## config.mk

```make
export PLATFORM = sky130hd
export DESIGN_NAME = multi_ball_physics_flat
export DESIGN_NICKNAME = d
export VERILOG_FILES = /design/src/rtl/multi_ball_physics_if.sv /design/src/rtl/multi_ball_physics.sv /design/src/flat_wrapper.sv
export SDC_FILE = /design/constraint.sdc
export NUM_CORES = 1
export LEC_CHECK = 0
export CAP_MARGIN = 10
export CORE_UTILIZATION = 43
export CTS_CLUSTER_SIZE = 24
export DETAILED_ROUTE_END_ITERATION = 12
export PLACE_DENSITY_LB_ADDON = 0.3
export RECOVER_POWER = 100
export SYNTH_ARGS = -nofsm -noshare
export SYNTH_HDL_FRONTEND = slang
export SYNTH_SLANG_ARGS = --single-unit
```

## constraint.sdc

```tcl
create_clock -name clk -period 4.1 [get_ports clk]
set_clock_uncertainty 0.1 [all_clocks]
set_input_delay 0.82 -clock clk [delete_from_list [all_inputs] [get_ports clk]]
set_output_delay 0.82 -clock clk [all_outputs]
set_load 0.005 [all_outputs]
```

## src/rtl/multi_ball_physics_if.sv

```systemverilog
// Frame-control, per-ball event and position signals of multi_ball_physics.
// master drives the events and frame strobe; slave is the physics engine.
interface multi_ball_physics_if #(
  parameter int NUM_BALLS = 2
);
  logic                     startOfFrame;
  logic [NUM_BALLS-1:0]     launch;
  logic [NUM_BALLS-1:0]     loss;
  logic [NUM_BALLS-1:0]     collision;
  logic [4*NUM_BALLS-1:0]   HitEdgeCode;
  logic [11*NUM_BALLS-1:0]  topLeftX;
  logic [11*NUM_BALLS-1:0]  topLeftY;
  logic [NUM_BALLS-1:0]     active;
  logic                     busy;
  logic                     overrun;

  modport master (
    output startOfFrame, launch, loss, collision, HitEdgeCode,
    input  topLeftX, topLeftY, active, busy, overrun
  );

  modport slave (
    input  startOfFrame, launch, loss, collision, HitEdgeCode,
    output topLeftX, topLeftY, active, busy, overrun
  );
endinterface

```

## src/rtl/multi_ball_physics.sv

```systemverilog
// Fixed-point multi-ball physics; each frame sweeps the balls, one per clock.
// Optional: define BALL_BOUNDS_CLAMP_EN to clamp positions to the visible screen.
module multi_ball_physics #(
  parameter int NUM_BALLS      = 2,
  parameter int FRAC_BITS      = 6,
  parameter int INITIAL_X      = 392,
  parameter int INITIAL_Y      = 337,
  parameter int LAUNCH_SPEED   = 160,
  parameter int MAX_SPEED      = 500,
  parameter int GRAVITY        = 1,
  parameter int FRICTION_SHIFT = 5
) (
  input logic                 clk,
  input logic                 resetN,
  multi_ball_physics_if.slave bus
);

  localparam int PosW = 11 + FRAC_BITS;
  localparam int IdxW = (NUM_BALLS > 1) ? $clog2(NUM_BALLS) : 1;

  typedef logic signed [PosW-1:0] pos_t;
  typedef logic signed [15:0]     spd_t;
  typedef logic signed [17:0]     wide_t;
  typedef logic signed [10:0]     pix_t;

  typedef enum logic [1:0] {StIdle, StSweep, StDone} state_e;

  localparam pos_t  InitXFp  = pos_t'(INITIAL_X * (2 ** FRAC_BITS));
  localparam pos_t  InitYFp  = pos_t'(INITIAL_Y * (2 ** FRAC_BITS));
  localparam spd_t  LaunchVy = spd_t'(-LAUNCH_SPEED);
  localparam wide_t MaxSpdW  = wide_t'(MAX_SPEED);
  localparam wide_t GravW    = wide_t'(GRAVITY);
`ifdef BALL_BOUNDS_CLAMP_EN
  localparam pix_t  MaxPixX  = pix_t'(639 - 15);
  localparam pix_t  MaxPixY  = pix_t'(479 - 15);
  localparam pos_t  MaxXFp   = pos_t'((639 - 15) * (2 ** FRAC_BITS));
  localparam pos_t  MaxYFp   = pos_t'((479 - 15) * (2 ** FRAC_BITS));
`endif

  state_e              state_q, state_d;
  logic [IdxW-1:0]     idx_q, idx_d;
  logic                overrun_q, overrun_d;

  pos_t                x_q  [NUM_BALLS];
  pos_t                x_d  [NUM_BALLS];
  pos_t                y_q  [NUM_BALLS];
  pos_t                y_d  [NUM_BALLS];
  spd_t                vx_q [NUM_BALLS];
  spd_t                vx_d [NUM_BALLS];
  spd_t                vy_q [NUM_BALLS];
  spd_t                vy_d [NUM_BALLS];
  pix_t                xo_q [NUM_BALLS];
  pix_t                yo_q [NUM_BALLS];
  logic [NUM_BALLS-1:0] active_q, active_d;
  logic [NUM_BALLS-1:0] pend_rx_q, pend_rx_d;
  logic [NUM_BALLS-1:0] pend_ry_q, pend_ry_d;
  logic [NUM_BALLS-1:0] pend_launch_q, pend_launch_d;

  // Reflection with friction: keep v - v/2^shift and reverse direction.
  function automatic spd_t reflect(spd_t v);
    spd_t kept;
    kept = v - (v >>> FRICTION_SHIFT);
    return -kept;
  endfunction

  function automatic spd_t clamp_spd(wide_t v);
    if (v > MaxSpdW) begin
      return spd_t'(MaxSpdW);
    end else if (v < -MaxSpdW) begin
      return spd_t'(-MaxSpdW);
    end
    return spd_t'(v);
  endfunction

  function automatic pix_t pix(pos_t p);
    return pix_t'(p >>> FRAC_BITS);
  endfunction

  // Frame sequencer
  always_comb begin
    state_d   = state_q;
    idx_d     = idx_q;
    overrun_d = overrun_q | (bus.startOfFrame & (state_q != StIdle));
    unique case (state_q)
      StIdle: begin
        if (bus.startOfFrame) begin
          state_d = StSweep;
          idx_d   = '0;
        end
      end
      StSweep: begin
        if (idx_q == IdxW'(NUM_BALLS - 1)) begin
          state_d = StDone;
        end else begin
          idx_d = idx_q + IdxW'(1);
        end
      end
      StDone:  state_d = StIdle;
      default: state_d = StIdle;
    endcase
  end

  // Per-ball next state: sweep update, then event flags (set beats clear), then loss.
  always_comb begin
    spd_t       vx_r, vy_r, vx_n, vy_n;
    pos_t       x_n, y_n;
    logic [3:0] code;
`ifdef BALL_BOUNDS_CLAMP_EN
    pix_t       px;
`endif
    active_d      = active_q;
    pend_rx_d     = pend_rx_q;
    pend_ry_d     = pend_ry_q;
    pend_launch_d = pend_launch_q;
    for (int i = 0; i < NUM_BALLS; i++) begin
      x_d[i]  = x_q[i];
      y_d[i]  = y_q[i];
      vx_d[i] = vx_q[i];
      vy_d[i] = vy_q[i];

      vx_r = pend_rx_q[i] ? reflect(vx_q[i]) : vx_q[i];
      vy_r = pend_ry_q[i] ? reflect(vy_q[i]) : vy_q[i];
      x_n  = x_q[i] + pos_t'(vx_r);
      y_n  = y_q[i] + pos_t'(vy_r);
      vx_n = clamp_spd(wide_t'(vx_r));
      vy_n = clamp_spd(wide_t'(vy_r) + GravW);
`ifdef BALL_BOUNDS_CLAMP_EN
      px = pix(x_n);
      if (px[10]) begin
        x_n  = '0;
        vx_n = '0;
      end else if (px > MaxPixX) begin
        x_n  = MaxXFp;
        vx_n = '0;
      end
      px = pix(y_n);
      if (px[10]) begin
        y_n  = '0;
        vy_n = '0;
      end else if (px > MaxPixY) begin
        y_n  = MaxYFp;
        vy_n = '0;
      end
`endif

      if ((state_q == StSweep) && (idx_q == IdxW'(i))) begin
        if (active_q[i]) begin
          x_d[i]  = x_n;
          y_d[i]  = y_n;
          vx_d[i] = vx_n;
          vy_d[i] = vy_n;
        end else if (pend_launch_q[i]) begin
          vx_d[i]     = '0;
          vy_d[i]     = LaunchVy;
          active_d[i] = 1'b1;
        end
        pend_rx_d[i]     = 1'b0;
        pend_ry_d[i]     = 1'b0;
        pend_launch_d[i] = 1'b0;
      end

      // Only reflect when moving into the edge that was hit.
      code = bus.HitEdgeCode[4*i +: 4];
      if (bus.collision[i]) begin
        if ((code[1] && !vx_q[i][15] && (vx_q[i] != '0)) || (code[3] && vx_q[i][15])) begin
          pend_rx_d[i] = 1'b1;
        end
        if ((code[0] && !vy_q[i][15] && (vy_q[i] != '0)) || (code[2] && vy_q[i][15])) begin
          pend_ry_d[i] = 1'b1;
        end
      end
      if (bus.launch[i] && !active_q[i]) begin
        pend_launch_d[i] = 1'b1;
      end

      if (bus.loss[i]) begin
        x_d[i]           = InitXFp;
        y_d[i]           = InitYFp;
        vx_d[i]          = '0;
        vy_d[i]          = '0;
        active_d[i]      = 1'b0;
        pend_rx_d[i]     = 1'b0;
        pend_ry_d[i]     = 1'b0;
        pend_launch_d[i] = 1'b0;
      end
    end
  end

  always_ff @(posedge clk) begin
    if (!resetN) begin
      state_q       <= StIdle;
      idx_q         <= '0;
      overrun_q     <= 1'b0;
      active_q      <= '0;
      pend_rx_q     <= '0;
      pend_ry_q     <= '0;
      pend_launch_q <= '0;
      for (int i = 0; i < NUM_BALLS; i++) begin
        x_q[i]  <= InitXFp;
        y_q[i]  <= InitYFp;
        vx_q[i] <= '0;
        vy_q[i] <= '0;
        xo_q[i] <= pix(InitXFp);
        yo_q[i] <= pix(InitYFp);
      end
    end else begin
      state_q       <= state_d;
      idx_q         <= idx_d;
      overrun_q     <= overrun_d;
      active_q      <= active_d;
      pend_rx_q     <= pend_rx_d;
      pend_ry_q     <= pend_ry_d;
      pend_launch_q <= pend_launch_d;
      for (int i = 0; i < NUM_BALLS; i++) begin
        x_q[i]  <= x_d[i];
        y_q[i]  <= y_d[i];
        vx_q[i] <= vx_d[i];
        vy_q[i] <= vy_d[i];
        xo_q[i] <= pix(x_d[i]);
        yo_q[i] <= pix(y_d[i]);
      end
    end
  end

  for (genvar g = 0; g < NUM_BALLS; g++) begin : g_out
    assign bus.topLeftX[11*g +: 11] = xo_q[g];
    assign bus.topLeftY[11*g +: 11] = yo_q[g];
  end

  assign bus.active  = active_q;
  assign bus.busy    = (state_q != StIdle);
  assign bus.overrun = overrun_q;

endmodule

```

## src/flat_wrapper.sv

```systemverilog
// flat-port wrapper written by rule: the top's interface ports become plain ports
module multi_ball_physics_flat 
#(
  parameter int NUM_BALLS      = 2,
  parameter int FRAC_BITS      = 6,
  parameter int INITIAL_X      = 392,
  parameter int INITIAL_Y      = 337,
  parameter int LAUNCH_SPEED   = 160,
  parameter int MAX_SPEED      = 500,
  parameter int GRAVITY        = 1,
  parameter int FRICTION_SHIFT = 5
)
  (clk, resetN, bus_startOfFrame, bus_launch, bus_loss, bus_collision, bus_HitEdgeCode, bus_topLeftX, bus_topLeftY, bus_active, bus_busy, bus_overrun);
  multi_ball_physics_if #(.NUM_BALLS(NUM_BALLS)) bus_i ();
  input logic clk;
  input logic resetN;
  input wire logic [$bits(bus_i.startOfFrame)-1:0] bus_startOfFrame;
  input wire logic [$bits(bus_i.launch)-1:0] bus_launch;
  input wire logic [$bits(bus_i.loss)-1:0] bus_loss;
  input wire logic [$bits(bus_i.collision)-1:0] bus_collision;
  input wire logic [$bits(bus_i.HitEdgeCode)-1:0] bus_HitEdgeCode;
  output wire logic [$bits(bus_i.topLeftX)-1:0] bus_topLeftX;
  output wire logic [$bits(bus_i.topLeftY)-1:0] bus_topLeftY;
  output wire logic [$bits(bus_i.active)-1:0] bus_active;
  output wire logic [$bits(bus_i.busy)-1:0] bus_busy;
  output wire logic [$bits(bus_i.overrun)-1:0] bus_overrun;
  assign bus_i.startOfFrame = bus_startOfFrame;
  assign bus_i.launch = bus_launch;
  assign bus_i.loss = bus_loss;
  assign bus_i.collision = bus_collision;
  assign bus_i.HitEdgeCode = bus_HitEdgeCode;
  assign bus_topLeftX = bus_i.topLeftX;
  assign bus_topLeftY = bus_i.topLeftY;
  assign bus_active = bus_i.active;
  assign bus_busy = bus_i.busy;
  assign bus_overrun = bus_i.overrun;
  multi_ball_physics #(.NUM_BALLS(NUM_BALLS), .FRAC_BITS(FRAC_BITS), .INITIAL_X(INITIAL_X), .INITIAL_Y(INITIAL_Y), .LAUNCH_SPEED(LAUNCH_SPEED), .MAX_SPEED(MAX_SPEED), .GRAVITY(GRAVITY), .FRICTION_SHIFT(FRICTION_SHIFT)) u_core (.clk(clk), .resetN(resetN), .bus(bus_i));
endmodule
```

==> run_results.csv <==
group,metric,value,unit
setup_path,cp_num_buf_inv,2,
setup_path,rr_endpoint,"u_core.y_q[0][13]",
synthesis,syn_inst,1747,
power_and_ir_drop,p_leak,7.24,nW
routing,drt-total-wl,40.0,mm
place,portBuffers,64,
synthesis,async_reset_ff_frac,0,
timing,fin_tns_setup,0,ps
cts,htree_levels,4,
grt,antenna_found_initial,0,
floorplanning,die_w,178,um
flow_run,drv_cap,0,
synthesis,synth_nets,1898,
cts,clock_sinks,144,
grt,grtUsageTotal,0.243,
cts,clkLatencyLatePin,450,ps
synthesis,synthFlopType,"dfxtp_1",
floorplanning,die-height,178,um
synthesis,avgSynthCellArea,7.63,um^2
timing,tightest_slew,1340,ps
synthesis,synth.distinct_cells,102,
timing,slew_headroom,0.106,
routing,drtAntennaViolNets,0,
grt,grt_overflow,0,
place,dp_hpwl,29.2,mm
synthesis,ys_warn_count,0,
cts,cts-root-buf,"clkbuf_16",
final_layout,layout-drive-gt1-share,0.248,
cts,clk_pin_slew,60,ps
routing,top_layer_used,"met4",
timing,finalCriticalPeriod,4080,ps
cts,cts-hold-fix-buffers,0,
power_and_ir_drop,vdd_ir_drop_max,0.299,mV
final_layout,mostFrequentLayoutCell,"buf_4",
routing,wl_met2,19.0,mm
cts,cts_tree,"done",
synthesis,synth-seq-area-share,0.216,
floorplanning,start_util,0.437,
floorplanning,core-area,0.0305,mm^2
worst_hold_path,hold_path_startpoint,"u_core.x_q[0][4]",
timing,finalSetupViolCount,0,
setup_path,critPathKind,"reg -> reg",
setup_path,r2r_start,"u_core.vy_q[0][1]",
routing,initialDrtViolationCount,958,
setup_path,worstPathRequired,4390,ps
grt,grt_pass1_wl,62.4,mm
timing,grt_setup_unrepaired,"yes",
floorplanning,fp-row-count,64,
place,place.gp.congestion,0.944,
status,status,"complete, no violations",
timing,fmax,245,MHz
setup_path,reg2regPathDepth,17,
setup_path,max_stage_delay,410,ps
routing,wire_per_inst,16.9,um
setup_path,cp.arrival,4370,ps
synthesis,ys_ff_latch,144,
routing,vias,13700,
cts,cts_buffers,17,
setup_path,crit_family,"compound AO/OA/AOI/OAI gates",
final_layout,area_growth,28.7,%
power_and_ir_drop,cellPowerDensity,182,mW/mm^2
synthesis,synthesis.area,0.0133,mm^2
worst_hold_path,min_delay_path_depth,2,
routing,drc,0,
synthesis,synth-edff-count,0,
grt,grt_max_degree,41,
setup_path,cp-end-kind,"flop",
power_and_ir_drop,total_power,3.13,mW
floorplanning,num_io_pins,65,
worst_hold_path,hold_class,"reg -> reg",
worst_hold_path,whs_endpoint,"u_core.x_q[0][4]",
final_layout,mostFrequentLayoutCells,"229 x buf_4, 193 x nand2_1, 152 x a21oi_1",
final_layout,fin_util,0.562,
setup_path,crit_chain,"inv_4 > ha_4 > nor2b_4 > o311a_4 > o21a_1 > o31a_1 > inv_2 > ha_4 > or3_4 > o21ai_4 > a21o_1 > o21ai_2 > o41a_1 > maj3_2 > xnor2_2 > or4_1 > nand2_1",
final_layout,insertedDiodeCount,0,
final_layout,finalNetCount,2111,
setup_path,cp_common_cell,"ha_4",
setup_path,crit_start,"u_core.vy_q[0][1]",
routing,routed_via_density,5.80,
setup_path,crit_fanout,4,
routing,wl_met3,1.92,mm
floorplanning,dieArea,0.0317,mm^2
setup_path,crit_path_start_kind,"flop",
timing,post-route-period-util,0.996,
final_layout,nFillCells,2715,
setup_path,slowest_stage,"or4_1",
setup_path,ff2ff_setup_slack,20,ps
timing,slew_viol_final,0,
routing,drt-met1-wl,18.1,mm
cts,cts_buffer_depth,2,
timing,hold_viol,0,
routing,first_pass_iters,6,
grt,grt_pass1_vias,13000,
==> through the flow <==
step	hold slack (ps)	area, um^2	std cells	setup slack [ps]
2_1_floorplan	336	13400	1747	-31.6
4_1_cts	362	16400	2349	-44.9
3_5_place_dp	353	15500	2308	-200
3_3_place_gp	345	15500	2308	-162
6_report	360	17200	2369	18.1
5_1_grt	380	17200	2369	-139
==> tightest hold or removal path, cell delays in order, from the launching register on <==
cell and delay (ps):
dfxtp_1 310, nand2_1 50, a21oi_1 50
==> report_power, final <==
group | internal (mW) | switching (mW)
logic | 0.0853 | 0.118
registers | 1.40 | 0.00622
clock network | 0.837 | 0.680
total | 2.33 | 0.804
==> worst max-delay path by stage <==
| stage | endpoint | slack [ps] | cells after the start |
|---|---|---|---|
| 3_3_place_gp | u_core.x_q[0][16] | -160 | 20 |
| 5_1_grt | u_core.x_q[0][33] | -140 | 20 |
| 6_report | u_core.y_q[0][13] | 20 | 17 |
| 3_5_place_dp | u_core.x_q[0][33] | -200 | 21 |
| 2_1_floorplan | u_core.x_q[0][33] | -30 | 18 |
| 4_1_cts | u_core.x_q[0][33] | -40 | 20 |
==> cells by family after synthesis <==
family | count (synthesis) | share of synthesized area
and+or+nand+nor | 609 | 0.229
DFF | 144 | 0.216
AOI/OAI and AO/OA | 545 | 0.283
adders and majority gates | 138 | 0.133
xor gates and xnor gates | 84 | 0.0552
buffers and inverters | 215 | 0.0747
muxes | 12 | 0.00939
==> final cells by class <==
| type | instances | area [um^2] | share of cell area |
|---|---|---|---|
| Multi-Input combinational cell | 1388 | 10400 | 0.605 |
| Sequential cell | 144 | 2900 | 0.169 |
| Timing Repair Buffer | 300 | 2410 | 0.141 |
| Tap cell | 396 | 495 | 0.0289 |
| Clock buffer | 20 | 437 | 0.0255 |
| Inverter | 109 | 414 | 0.0241 |
| Clock inverter | 12 | 114 | 0.00664 |
==> cells in the mapped netlist, drive strengths merged (10+ instances only) <==
master / instances / share of area
nand2: 196 / 0.055
a21oi: 175 / 0.066
dfxtp: 144 / 0.22
ha: 126 / 0.12
nor2: 115 / 0.032
inv: 109 / 0.031
o21ai: 78 / 0.030
buf: 62 / 0.032
xnor2: 56 / 0.037
nand3: 52 / 0.020
nor3: 48 / 0.018
a21o: 44 / 0.025
clkbuf: 44 / 0.012
o211ai: 30 / 0.018
xor2: 28 / 0.018
a211oi: 27 / 0.016
nand2b: 25 / 0.012
o21a: 23 / 0.014
and3: 22 / 0.011
or3: 22 / 0.010
nor2b: 21 / 0.0099
nor4: 19 / 0.011
a31oi: 17 / 0.0080
and2: 15 / 0.0072
o31ai: 15 / 0.010
or2: 14 / 0.0066
nand4: 13 / 0.0061
nand3b: 10 / 0.0056
==> registers in the layout, summed over array words and instances (netlist names) <==
register and flops:
u_core.bus.active 2, u_core.bus.overrun 1, u_core.idx_q 1, u_core.pend_launch_q 2, u_core.pend_rx_q 2, u_core.pend_ry_q 2, u_core.state_q 2, u_core.vx_q 32
u_core.vy_q 32, u_core.x_q 34, u_core.y_q 34
==> routing by layer <==
layer | vias up | global-route usage
li1 | 6792 | -
met1 | 6492 | 0.312
met2 | 398 | 0.415
met3 | 67 | 0.0335
met4 | 0 | 0.0816
met5 | - | 0
==> timing repair <==
item,4_1_cts,5_1_grt
hold endpoints to repair,0,0
buffers inserted,9,20
setup endpoints to repair,9,54
pin swaps,23,71
gates resized for setup,54,150
Power figures use the tool's default switching activity.
